## src/rtl/s_axi_reg_pkg.sv

```systemverilog
// Shared widths, response codes and byte-strobe helper
// for the s_axi_reg register block.
package s_axi_reg_pkg;

  localparam int DATA_W = 32;
  localparam int STRB_W = DATA_W / 8;
  localparam int ID_W   = 4;

  localparam logic [1:0] RESP_OKAY = 2'b00;

  function automatic logic [DATA_W-1:0] strb_merge(
    input logic [DATA_W-1:0] old_v,
    input logic [DATA_W-1:0] new_v,
    input logic [STRB_W-1:0] strb
  );
    logic [DATA_W-1:0] r;
    r = old_v;
    for (int b = 0; b < STRB_W; b++) begin
      if (strb[b]) r[8*b +: 8] = new_v[8*b +: 8];
    end
    return r;
  endfunction

endpackage

```

## src/rtl/s_axi_reg_file.sv

```systemverilog
// NUM_REGS x 32 register array: one byte-strobed write port,
// one combinational read port that sees pre-write contents.
module s_axi_reg_file
  import s_axi_reg_pkg::*;
#(
  parameter int NUM_REGS = 16,
  parameter int IDX_W    = $clog2(NUM_REGS)
) (
  input  logic              clk,
  input  logic              areset,
  input  logic              we_i,
  input  logic [IDX_W-1:0]  widx_i,
  input  logic [DATA_W-1:0] wdata_i,
  input  logic [STRB_W-1:0] wstrb_i,
  input  logic [IDX_W-1:0]  ridx_i,
  output logic [DATA_W-1:0] rdata_o
);

  logic [DATA_W-1:0] mem_q [NUM_REGS];
  logic [DATA_W-1:0] mem_d [NUM_REGS];

  always_comb begin
    mem_d = mem_q;
    if (we_i) begin
      mem_d[widx_i] = strb_merge(mem_q[widx_i], wdata_i, wstrb_i);
    end
  end

  always_ff @(posedge clk) begin
    if (!areset) begin
      mem_q <= '{default: '0};
    end else begin
      mem_q <= mem_d;
    end
  end

  assign rdata_o = mem_q[ridx_i];

endmodule

```

## src/rtl/s_axi_reg.sv

```systemverilog
// AXI4-Lite-style slave register file with single-entry
// AW/W buffers, one outstanding B and one outstanding R.
module s_axi_reg
  import s_axi_reg_pkg::*;
#(
  parameter int NUM_REGS = 16,
  parameter int IDX_W    = $clog2(NUM_REGS),
  parameter int ADDR_LSB = 0
) (
  input  logic              clk,
  input  logic              areset,
  input  logic [ID_W-1:0]   awid_i,
  input  logic [31:0]       awaddr_i,
  input  logic              awvalid_i,
  output logic              awready_o,
  input  logic [DATA_W-1:0] wdata_i,
  input  logic [STRB_W-1:0] wstrb_i,
  input  logic              wvalid_i,
  output logic              wready_o,
  output logic [1:0]        bresp_o,
  output logic              bvalid_o,
  input  logic              bready_i,
  input  logic [ID_W-1:0]   arid_i,
  input  logic [31:0]       araddr_i,
  input  logic              arvalid_i,
  output logic              arready_o,
  output logic              rvalid_o,
  output logic [DATA_W-1:0] rdata_o,
  input  logic              rready_i
);

  // active_q keeps every ready low until the first edge after reset
  logic              active_q, active_d;
  logic              aw_full_q, aw_full_d;
  logic [IDX_W-1:0]  aw_idx_q, aw_idx_d;
  logic              w_full_q, w_full_d;
  logic [DATA_W-1:0] w_data_q, w_data_d;
  logic [STRB_W-1:0] w_strb_q, w_strb_d;
  logic              bvalid_q, bvalid_d;
  logic              rvalid_q, rvalid_d;
  logic [DATA_W-1:0] rdata_q, rdata_d;

  logic              aw_hs, w_hs, ar_hs;
  logic              b_hs, r_hs, commit;
  logic [IDX_W-1:0]  ar_idx;
  logic [DATA_W-1:0] rf_rdata;

  logic unused_ok;
  assign unused_ok = ^{awid_i, arid_i, awaddr_i, araddr_i};

  assign awready_o = active_q & ~aw_full_q;
  assign wready_o  = active_q & ~w_full_q;
  assign arready_o = active_q & ~rvalid_q;
  assign bvalid_o  = bvalid_q;
  assign bresp_o   = RESP_OKAY;
  assign rvalid_o  = rvalid_q;
  assign rdata_o   = rdata_q;

  assign aw_hs  = awvalid_i & awready_o;
  assign w_hs   = wvalid_i & wready_o;
  assign ar_hs  = arvalid_i & arready_o;
  assign b_hs   = bvalid_q & bready_i;
  assign r_hs   = rvalid_q & rready_i;
  assign commit = aw_full_q & w_full_q & ~bvalid_q;
  assign ar_idx = araddr_i[ADDR_LSB +: IDX_W];

  s_axi_reg_file #(
    .NUM_REGS (NUM_REGS),
    .IDX_W    (IDX_W)
  ) u_file (
    .clk     (clk),
    .areset  (areset),
    .we_i    (commit),
    .widx_i  (aw_idx_q),
    .wdata_i (w_data_q),
    .wstrb_i (w_strb_q),
    .ridx_i  (ar_idx),
    .rdata_o (rf_rdata)
  );

  always_comb begin
    active_d  = 1'b1;
    aw_full_d = aw_full_q;
    aw_idx_d  = aw_idx_q;
    w_full_d  = w_full_q;
    w_data_d  = w_data_q;
    w_strb_d  = w_strb_q;
    bvalid_d  = bvalid_q;
    rvalid_d  = rvalid_q;
    rdata_d   = rdata_q;

    if (aw_hs) begin
      aw_full_d = 1'b1;
      aw_idx_d  = awaddr_i[ADDR_LSB +: IDX_W];
    end
    if (w_hs) begin
      w_full_d = 1'b1;
      w_data_d = wdata_i;
      w_strb_d = wstrb_i;
    end

    if (commit) begin
      aw_full_d = 1'b0;
      w_full_d  = 1'b0;
      bvalid_d  = 1'b1;
    end else if (b_hs) begin
      bvalid_d = 1'b0;
    end

    // rf_rdata is the pre-commit value, so same-edge reads see old data
    if (ar_hs) begin
      rvalid_d = 1'b1;
      rdata_d  = rf_rdata;
    end else if (r_hs) begin
      rvalid_d = 1'b0;
    end
  end

  always_ff @(posedge clk) begin
    if (!areset) begin
      active_q  <= 1'b0;
      aw_full_q <= 1'b0;
      aw_idx_q  <= '0;
      w_full_q  <= 1'b0;
      w_data_q  <= '0;
      w_strb_q  <= '0;
      bvalid_q  <= 1'b0;
      rvalid_q  <= 1'b0;
      rdata_q   <= '0;
    end else begin
      active_q  <= active_d;
      aw_full_q <= aw_full_d;
      aw_idx_q  <= aw_idx_d;
      w_full_q  <= w_full_d;
      w_data_q  <= w_data_d;
      w_strb_q  <= w_strb_d;
      bvalid_q  <= bvalid_d;
      rvalid_q  <= rvalid_d;
      rdata_q   <= rdata_d;
    end
  end

endmodule

```

## config.mk

```make
export PLATFORM = sky130hd
export DESIGN_NAME = s_axi_reg
export DESIGN_NICKNAME = d
export VERILOG_FILES = /design/src/rtl/s_axi_reg_pkg.sv /design/src/rtl/s_axi_reg_file.sv /design/src/rtl/s_axi_reg.sv
export SDC_FILE = /design/constraint.sdc
export NUM_CORES = 1
export LEC_CHECK = 0
export ABC_AREA = 1
export ABC_CLOCK_PERIOD_IN_PS = 3900
export BUFFER_PORTS_ARGS = -buffer_cell sky130_fd_sc_hd__buf_2
export CORE_MARGIN = 2
export CORE_UTILIZATION = 45
export DETAILED_ROUTE_END_ITERATION = 10
export PLACE_DENSITY_LB_ADDON = 0.3
export SETUP_SLACK_MARGIN = 0.3
export SYNTH_ARGS = -nofsm -noshare
export SYNTH_HDL_FRONTEND = slang
export SYNTH_HIERARCHICAL = 1
export SYNTH_SLANG_ARGS = --single-unit
```

## constraint.sdc

```tcl
create_clock -name clk -period 3.9 [get_ports clk]
set_input_delay 0.78 -clock clk [delete_from_list [all_inputs] [get_ports clk]]
set_output_delay 0.78 -clock clk [all_outputs]
set_load 0.005 [all_outputs]
```

Word-level counts from Yosys, hierarchy flattened
Cells that the tools add are included.
{"block": "classes", "magnitude_cmp": 3, "muxes": 22, "n_bitwise": 17, "n_reduce_logical": 4}
{"op": "$bwmux 512", "n": 1}
{"op": "$bmux 32 s4", "n": 2}
{"op": "$mux 32", "n": 5}
{"op": "$demux 32 s4", "n": 1}
{"op": "$mux 8", "n": 8}
{"op": "$and 1x1->1", "n": 10}
{"op": "$ge 5x5->1 const B", "n": 2}
{"op": "$not 4->5", "n": 2}
{"op": "$lt 5x1->1 const B", "n": 1}
{"op": "$mux 1", "n": 5}
{"op": "$not 1->1", "n": 5}
{"op": "$reduce_bool 2->1", "n": 2}
{"op": "$reduce_or 2->1", "n": 1}
{"op": "$logic_and 1x1->1", "n": 1}
{"block": "totals", "reg_bits": 589, "input_bits": 115, "out_inout_bits": 39, "elab_cells": 71}

Longest topological paths before layout
Gate-level depths: netlist (run 1).
{"block": "logic_depth", "depth_word": 7, "mapped_depth": 14, "ltp_nobuf": 9}

By module
Netlist (run 1), hierarchy kept.
{"mod": "s_axi_reg_file", "instances": 1, "cells_per_inst": 4109, "area_per_inst_um2": 27234.9, "seq_area_each_um2": 10249.8}
{"mod": "s_axi_reg", "instances": 1, "cells_per_inst": 484, "area_per_inst_um2": 3109.2, "seq_area_each_um2": 1541.5}

Worst setup path before layout (run 1)
No wires, ideal clock.
{"block": "synth_timing", "kind": "input-to-reg", "from": "input port araddr_i[0]", "to": "register rdata_q[23] (netlist: rdata_o[23])", "setup_ns": 0.113, "t_arrival_ns": 2.126, "t_required_ns": 3.787, "slack_ns": 1.662, "cell_stages": 11, "path_buffers": 3, "cell_sequence": "clkbuf_1 inv_2 clkbuf_1 clkbuf_1 nand2_1 o211ai_1 nand3_1 o211ai_1 nand2_1 nor2_1 nor2_1"}
{"block": "synth_between", "elab_chain_cells": 4}
{"element": "start, declared", "line": "s_axi_reg.sv:24", "text": "input logic [31:0] araddr_i,"}
{"element": "$not 4->5 (not written as such)", "line": "s_axi_reg_file.sv:37", "text": "assign rdata_o = mem_q[ridx_i];"}
{"element": "$bmux 32 s4", "line": "s_axi_reg_file.sv:37"}
{"element": "$mux 32 (not written as such) (2 in a row)", "line": "s_axi_reg_file.sv:37"}
{"element": "named net rf_rdata[23]", "line": "s_axi_reg.sv:46", "text": "logic [DATA_W-1:0] rf_rdata;"}
{"element": "end signal, assigned", "line": "s_axi_reg.sv:139", "text": "rdata_q <= rdata_d;"}
{"element": "end, declared", "line": "s_axi_reg.sv:41", "text": "logic [DATA_W-1:0] rdata_q, rdata_d;"}
The timed path passes the listed nets, and every way through them passes these cells. The select of a mux whose other input is x is not followed.
A chain may end at the register's enable or synchronous reset.

Final worst setup path (run 1)
{"block": "layout_timing", "from": "register aw_idx_q[1]", "to": "register u_file/mem_q[57] (netlist bit)"}
{"block": "layout_between", "elab_chain_cells": 7, "word_cells_on_any_way": 12, "classes_between": "order compare: 2; mux: 8; bitwise: 1; reduce/logical: 1"}
{"element": "start, declared", "line": "s_axi_reg.sv:35", "text": "logic [IDX_W-1:0] aw_idx_q, aw_idx_d;"}
{"element": "start signal, assigned", "line": "s_axi_reg.sv:133", "text": "aw_idx_q <= aw_idx_d;"}
{"element": "$not 4->5 (not written as such) (*)", "line": "s_axi_reg_file.sv:25", "text": "mem_d[widx_i] = strb_merge(mem_q[widx_i], wdata_i, wstrb_i);"}
{"element": "$bmux 32 s4", "line": "s_axi_reg_file.sv:25"}
{"element": "$mux 32 (not written as such) (2 in a row)", "line": "s_axi_reg_file.sv:25"}
{"element": "$mux 8", "line": "s_axi_reg_pkg.sv:19", "text": "if (strb[b]) r[8*b +: 8] = new_v[8*b +: 8];"}
{"element": "$mux 8", "line": "s_axi_reg_file.sv:24", "text": "if (we_i) begin"}
{"element": "$bwmux 512 (*)", "line": "s_axi_reg_file.sv:25"}
{"element": "end signal, assigned", "line": "s_axi_reg_file.sv:33", "text": "mem_q <= mem_d;"}
{"element": "end, declared", "line": "s_axi_reg_file.sv:19", "text": "logic [DATA_W-1:0] mem_q [NUM_REGS];"}
Mark *: on every way between the ends. The rest lies on a longest branch, timed or not. The select of a mux whose other input is x is not followed.

==> out/qor.csv, run 1 <==
stage,metric,value,unit
synthesis,synth_largest_area_cell,dfxtp_1,
worst_setup_path,r2r_start,aw_idx_q[1],
global_route,grt_start_max_net_pins,175,
worst_setup_path,max_stage_delay,0.71,ns
sta,finalHoldViolCount,0,
outcome,status,"complete, no violations",
clocking,cts-resized-gates,0,
sta,fin_setup_tns,0,ns
clocking,ctsHoldBuffers,0,
floorplanning,fp.dieW,264,microns
power,power_density,431,mW/mm^2
synthesis,synth-edff-count,0,
hold_path,hp-class,input port to flop,
placement,dpl.cell_count,5210,
synthesis,ys_seq_elements,589,
sta,worstMarginPinSlew,1.29,ns
worst_setup_path,endpoint,u_file/mem_q[57],
synthesis,synth_most_common_cell,nand2_1,
sta,grt_setup_unrepaired,no,
placement,dp.final_hpwl,54800,microns
clocking,cts_setup_buffers,0,
worst_setup_path,cpMaxStageDelayCell,buf_4,
worst_setup_path,path_cells,"buf_12, nand3_4, nor2_4, buf_4, o21ai_0, a21oi_1",
synthesis,synthTopCellsByArea,"dfxtp_1, nand2_1, o21ai_0",
route,antenna_left,0,
synthesis,ys_async_sr_fraction,0,%
clocking,clkTransAtPathRegs,0.06,ns
placement,place.port_buffers,87,
worst_setup_path,path_buf_inv,2,
worst_setup_path,cp.required,4.41,ns
clocking,clk_path_buf_depth,3,
worst_setup_path,crit_fanout,108,
floorplanning,start_util,45.3,%
power,p_leak,14.3,nW
cells_and_area,syn_to_final_growth,9.27,%
worst_setup_path,timing_worst_setup_path_type,flop to flop,
synthesis,synth_cell_types,24,
route,via_per_inst,5.73,
clocking,cts_made_buffers,67,
global_route,grt_pass1_vias,27000,
worst_setup_path,critPathLaunch,aw_idx_q[1],
route,first_pass_iters,6,
route,drt-total-wl,103000,microns
sta,fin_worst_skew,0.0262,ns
sta,setup_viol,0,
sta,period_minus_slack,2.79,ns
worst_setup_path,arrival,3.30,ns
worst_setup_path,crit_cells,6,
clocking,htree_levels,3,
cells_and_area,diodes,0,
clocking,clock_latency,0.61,ns
synthesis,synth_commonest_cells,"nand2_1, o21ai_0, dfxtp_1",
route,drt_iter0_drc,3341,
synthesis,synth-warning-count,6,
synthesis,synth_area,0.0303,sq mm
worst_setup_path,end_kind,flop,
worst_setup_path,r2r_cells,6,
floorplanning,coreArea,0.0669,sq mm
route,vias,30600,
synthesis,synth_flop_cell,dfxtp_1,
cells_and_area,fin_cells,5331,
cells_and_area,nNetsFinal,4521,
sta,period_share,71.5,%
power,irDropWorstVdd,0.337,mV
synthesis,synth_seq_area_share,38.9,%
floorplanning,io_pins,154,
placement,place_congestion,0.796,
worst_setup_path,start_kind,flop,
route,drc,0,
job,drv_cap,0,
route,wl_per_cell,19.4,microns
synthesis,synth_top_area_share,38.9,%
global_route,grt_usage,28.7,%
global_route,grt_pass1_wl,158000,microns
floorplanning,dieArea,0.0695,sq mm
sta,max_clock_freq,359,MHz
global_route,antenna_found_initial,1,
synthesis,syn_avg_cell_area,6.61,sq um
clocking,cts_root_buf,clkbuf_16,
sta,drv_slew,0,
cells_and_area,layout-drive-gt1-share,7.51,%
clocking,cts_tree,built,
worst_setup_path,crit_family,buffers and inverters,
sta,slew_headroom,13.9,%
clocking,cts.sinks,589,
floorplanning,die_h,264,microns
global_route,overflow,0,
worst_setup_path,r2r-end,u_file/mem_q[57],
floorplanning,rows,95,
synthesis,syn_inst,4593,
worst_setup_path,reg2reg_slack,1.11,ns
==> worst min-delay path by stage <==
| stage | startpoint | endpoint | slack (ns) | cells past startpoint |
|---|---|---|---|---|
| after floorplan | aw_full_q | aw_full_q | 0.46 | 2 |
| after global placement | aw_full_q | aw_full_q | 0.48 | 2 |
| after detailed placement | aw_full_q | aw_full_q | 0.49 | 2 |
| after CTS | wdata_i[31] | w_data_q[31] | 0.37 | 3 |
| after global routing | wdata_i[31] | w_data_q[31] | 0.39 | 3 |
| final | wdata_i[23] | w_data_q[23] | 0.39 | 3 |
==> tightest hold or removal path, stage by stage <==
cell and delay (ns):
buf_2 0.07, nor2_1 0.03, nor2_1 0.08
==> cells in the final DEF, fill, tap and decap left out, types with 19 or more instances in the layout <==
cell type / Yosys / routed
nand2_1: 1383 / 1383
o21ai_0: 814 / 814
dfxtp_1: 589 / 587
a21oi_1: 561 / 561
nor2_1: 391 / 386
inv_1: 152 / 146
buf_2: 49 / 83
nand3_1: 82 / 81
o221ai_1: 78 / 78
clkbuf_16: 0 / 71
buf_4: 12 / 50
o211ai_1: 45 / 45
o21bai_4: 32 / 32
buf_12: 0 / 24
o22ai_1: 24 / 24
clkbuf_8: 0 / 19
==> per-stage QoR <==
step | power [mW] | worst slack, ns | instance area (sq um) | hold slack, ns | utilization, %
floorplan | 7.25 | 1.66 | 30300 | 0.456 | -
detailed placement | 7.70 | 1.11 | 30800 | 0.487 | 46.1
finish | 14.3 | 1.11 | 33200 | 0.391 | 49.5
global route | 14.7 | 0.961 | 33200 | 0.393 | 49.5
global placement | 7.70 | 1.13 | 30800 | 0.484 | 46.1
CTS | 14.3 | 1.20 | 33200 | 0.368 | 49.5
==> cells by family after synthesis <==
logic type	count (synthesis)	share of synthesized area [%]
AND/OR/NAND/NOR	1877	24.0
AO/OA/AOI/OAI	1554	28.5
flip-flops	589	38.9
buffers and inverters	572	8.65
other	1	0.0124
==> final cells by class <==
class / count / area (sq um)
clock inverter: 16 / 238
fill: 6651 / 33800
timing repair buffer: 159 / 1300
inverter: 156 / 603
clock buffer: 105 / 2090
tap: 873 / 1090
sequential: 589 / 11800
multi-input combinational: 3433 / 16000
==> layer usage <==
| layer | vias up | part of all wire [%] | GRT usage [%] | routed length (microns) |
|---|---|---|---|---|
| met2 | 1507 | 43 | 44.0 | 45000 |
| met4 | 2 | 4.2 | 13.2 | 4350 |
| met3 | 198 | 9.6 | 4.34 | 9910 |
| met5 | - | 0.014 | 0 | 14 |
| met1 | 14000 | 43 | 39.7 | 44200 |
| li1 | 14900 | - | - | - |
==> power by group <==
| group | switching, mW | internal [mW] | leakage (nW) |
|---|---|---|---|
| clock network | 2.59 | 4.08 | 1.15 |
| registers | 0.0908 | 6.09 | 4.76 |
| logic | 1.06 | 0.371 | 8.42 |
| total | 3.73 | 10.5 | 14.3 |
==> state kept, by name (all words and copies together), names as in the netlist <==
register and count:
active_q 1, u_file/mem_q 512, aw_full_q 1, rdata_o 32, w_data_q 32, w_full_q 1
aw_idx_q 4, rvalid_o 1, bvalid_o 1, w_strb_q 4
No activity file was read; power rests on OpenSTA's default activity.
==> run 2: changes to the inputs <==
--- a/config.mk
+++ b/config.mk
@@ -6,7 +6,7 @@
 export NUM_CORES = 1
 export LEC_CHECK = 0
 export ABC_AREA = 1
-export ABC_CLOCK_PERIOD_IN_PS = 3900
+export ABC_CLOCK_PERIOD_IN_PS = 2600
 export BUFFER_PORTS_ARGS = -buffer_cell sky130_fd_sc_hd__buf_2
 export CORE_MARGIN = 2
 export CORE_UTILIZATION = 45
==> constraint.sdc (replaced) <==
create_clock -name clk -period 2.6 [get_ports clk]
set_input_delay 0.52 -clock clk [delete_from_list [all_inputs] [get_ports clk]]
set_output_delay 0.52 -clock clk [all_outputs]
set_load 0.005 [all_outputs]
==> run 2 against run 1 <==
Critical path depth up 2. Worst setup slack worse by 0.74 ns. Clock skew shrank 0.0083 ns. Hold slack worse by 0.29 ns. Clock power up 45%. Sequential power up 49%. Critical endpoint is now u_file/mem_q[483].
==> out/qor.csv, run 2 (same netlist as run 1, synthesis figures left out) <==
stage,metric,value,unit,change
sta,fin_worst_skew,0.0179,ns,-0.00825 ns
hold_path,hp-class,input port to flop,,
floorplanning,fp.dieW,264,microns,unchanged
floorplanning,coreArea,0.0669,sq mm,unchanged
worst_setup_path,end_kind,flop,,
cells_and_area,mostFrequentLayoutCell,nand2_1,,
route,vias,30700,,+0.27%
floorplanning,rows,95,,unchanged
clocking,clkTransAtPathRegs,0.06,ns,about the same
global_route,grt_pass1_wl,160000,microns,+1.2%
cells_and_area,syn_to_final_growth,11.2,%,
clocking,cts_root_buf,clkbuf_16,,
clocking,clock_latency,0.64,ns,+0.03 ns
worst_setup_path,cp.required,3.10,ns,-1.31 ns
worst_setup_path,start_kind,flop,,
global_route,grt_start_max_net_pins,149,,-15%
cells_and_area,nNetsFinal,4558,,+0.82%
sta,grt_setup_unrepaired,no,,
clocking,htree_levels,2,,-1
sta,finalHoldViolCount,0,,unchanged
cells_and_area,largest_reg_flops,512,,unchanged
sta,fin_setup_tns,0,ns,unchanged
cells_and_area,layout-drive-gt1-share,8.50,%,+0.98 points
route,via_per_inst,5.71,,-0.46%
clocking,cts_tree,built,,
clocking,clk_path_buf_depth,3,,unchanged
route,drc,0,,unchanged
power,comb_power_share,10.8,%,+0.8 points
sta,slew_headroom,42.1,%,+28 points
route,first_pass_iters,6,,unchanged
route,antenna_left,0,,unchanged
power,clockPowerShare,45.6,%,-1.1 points
power,sw_frac_of_total,26.5,%,+0.40 points
sta,setup_viol,0,,unchanged
floorplanning,die_h,264,microns,unchanged
placement,dp.final_hpwl,57200,microns,+4.5%
clocking,cts_made_buffers,61,,-9.0%
outcome,status,"complete, no violations",,
cells_and_area,final_cell_mix,"nand2_1, o21ai_0, dfxtp_1",,
clocking,ctsHoldBuffers,0,,unchanged
sta,period_minus_slack,2.23,ns,-0.560 ns
power,irDropWorstVdd,0.534,mV,+58%
worst_setup_path,arrival,2.73,ns,-0.57 ns
placement,placed_area,0.0315,sq mm,+2.2%
sta,worstMarginPinSlew,0.868,ns,-0.421 ns
power,seq_power_share,43.6,%,+0.3 points
job,drv_cap,0,,unchanged
global_route,grt_usage,28.9,%,+0.26 points
sta,max_clock_freq,449,MHz,+25%
power,p_int,15.5,mW,+47%
power,p_sw,5.62,mW,+51%
global_route,grt_pass1_vias,27600,,+2.5%
floorplanning,start_util,45.3,%,unchanged
floorplanning,io_pins,154,,unchanged
power,power_density,627,mW/mm^2,+46%
cells_and_area,top_register,u_file/mem_q,,
placement,pre_cts_slack,0.354,ns,-0.758 ns
route,wl_per_cell,19.3,microns,-0.40%
placement,place_congestion,0.825,,+3.6%
global_route,antenna_found_initial,1,,unchanged
sta,timing.hold.ws,0.0993,ns,-0.292 ns
worst_setup_path,timing_worst_setup_path_type,flop to flop,,
clocking,cts.sinks,589,,unchanged
global_route,overflow,0,,unchanged
sta,drv_slew,0,,unchanged
power,p_leak,14.6,nW,+1.9%
sta,period_share,85.7,%,+14 points
route,drt_iter0_drc,3329,,-0.36%
placement,place.port_buffers,87,,unchanged
cells_and_area,finalInstanceArea,0.0337,sq mm,+1.8%
route,drt-total-wl,104000,microns,+0.33%
floorplanning,dieArea,0.0695,sq mm,unchanged
sta,setup_slack,0.373,ns,-0.740 ns
clocking,cts_setup_buffers,0,,unchanged
worst_setup_path,crit_fanout,106,,-1.9%
## run 2: worst paths after layout
check | start | slack [ns] | cells past startpoint | end
hold / removal | wdata_i[19] | 0.1 | 3 | w_data_q[19]
setup reg to reg | aw_idx_q[0] | 0.37 | 8 | u_file/mem_q[483]
hold reg to reg | aw_full_q | 0.50 | 2 | aw_full_q
setup / recovery | aw_idx_q[0] | 0.37 | 8 | u_file/mem_q[483]
## run 2: timing repair
action                     4_1_cts  5_1_grt
setup endpoints to repair        0       90
gates resized for setup          0        1
hold endpoints to repair         0        0
## run 2: power groups by stage
stage                     Clock, mW  Combinational, mW  Sequential, mW
after floorplan                   0               1.50            9.38
after global placement            0               2.22            9.43
after detailed placement          0               2.23            9.43
after CTS                      9.75               2.24            9.23
after global routing           10.1               2.45            9.23
final                          9.65               2.29            9.23
## run 2: layout make-up
cell class | instances | area [sq um]
tap | 873 | 1090
clock buffer | 89 | 1870
fill | 6673 | 33200
multi-input combinational | 3433 | 16000
antenna | 1 | 2.50
clock inverter | 27 | 349
sequential | 589 | 11800
inverter | 156 | 603
timing repair buffer | 202 | 1990
## run 2: layer usage
layer / part of all wire (%) / vias up / GRT usage (%)
met2: 44 / 1505 / 44.8
met1: 42 / 13900 / 39.5
met4: 4.6 / 0 / 13.2
met3: 9.9 / 274 / 4.71
met5: 0 / - / 0
li1: - / 14900 / -
## run 2: critical path, cell delays in order (launching register included)
cell and delay, ns:
dfxtp_4 0.46, buf_12 0.41, o21ai_0 0.17, nand2_1 0.08
nand2_1 0.06, nand2_1 0.07, nand2_1 0.10, o21bai_4 0.48
a21oi_1 0.13
## run 2: stage by stage
| stage | power, mW | utilization, % | instances |
|---|---|---|---|
| 2_1_floorplan | 10.9 | - | 4594 |
| 3_3_place_gp | 11.6 | 47.1 | 5253 |
| 3_5_place_dp | 11.7 | 47.1 | 5253 |
| 4_1_cts | 21.2 | 50.4 | 5369 |
| 5_1_grt | 21.8 | 50.4 | 5370 |
| 6_report | 21.2 | 50.4 | 5370 |
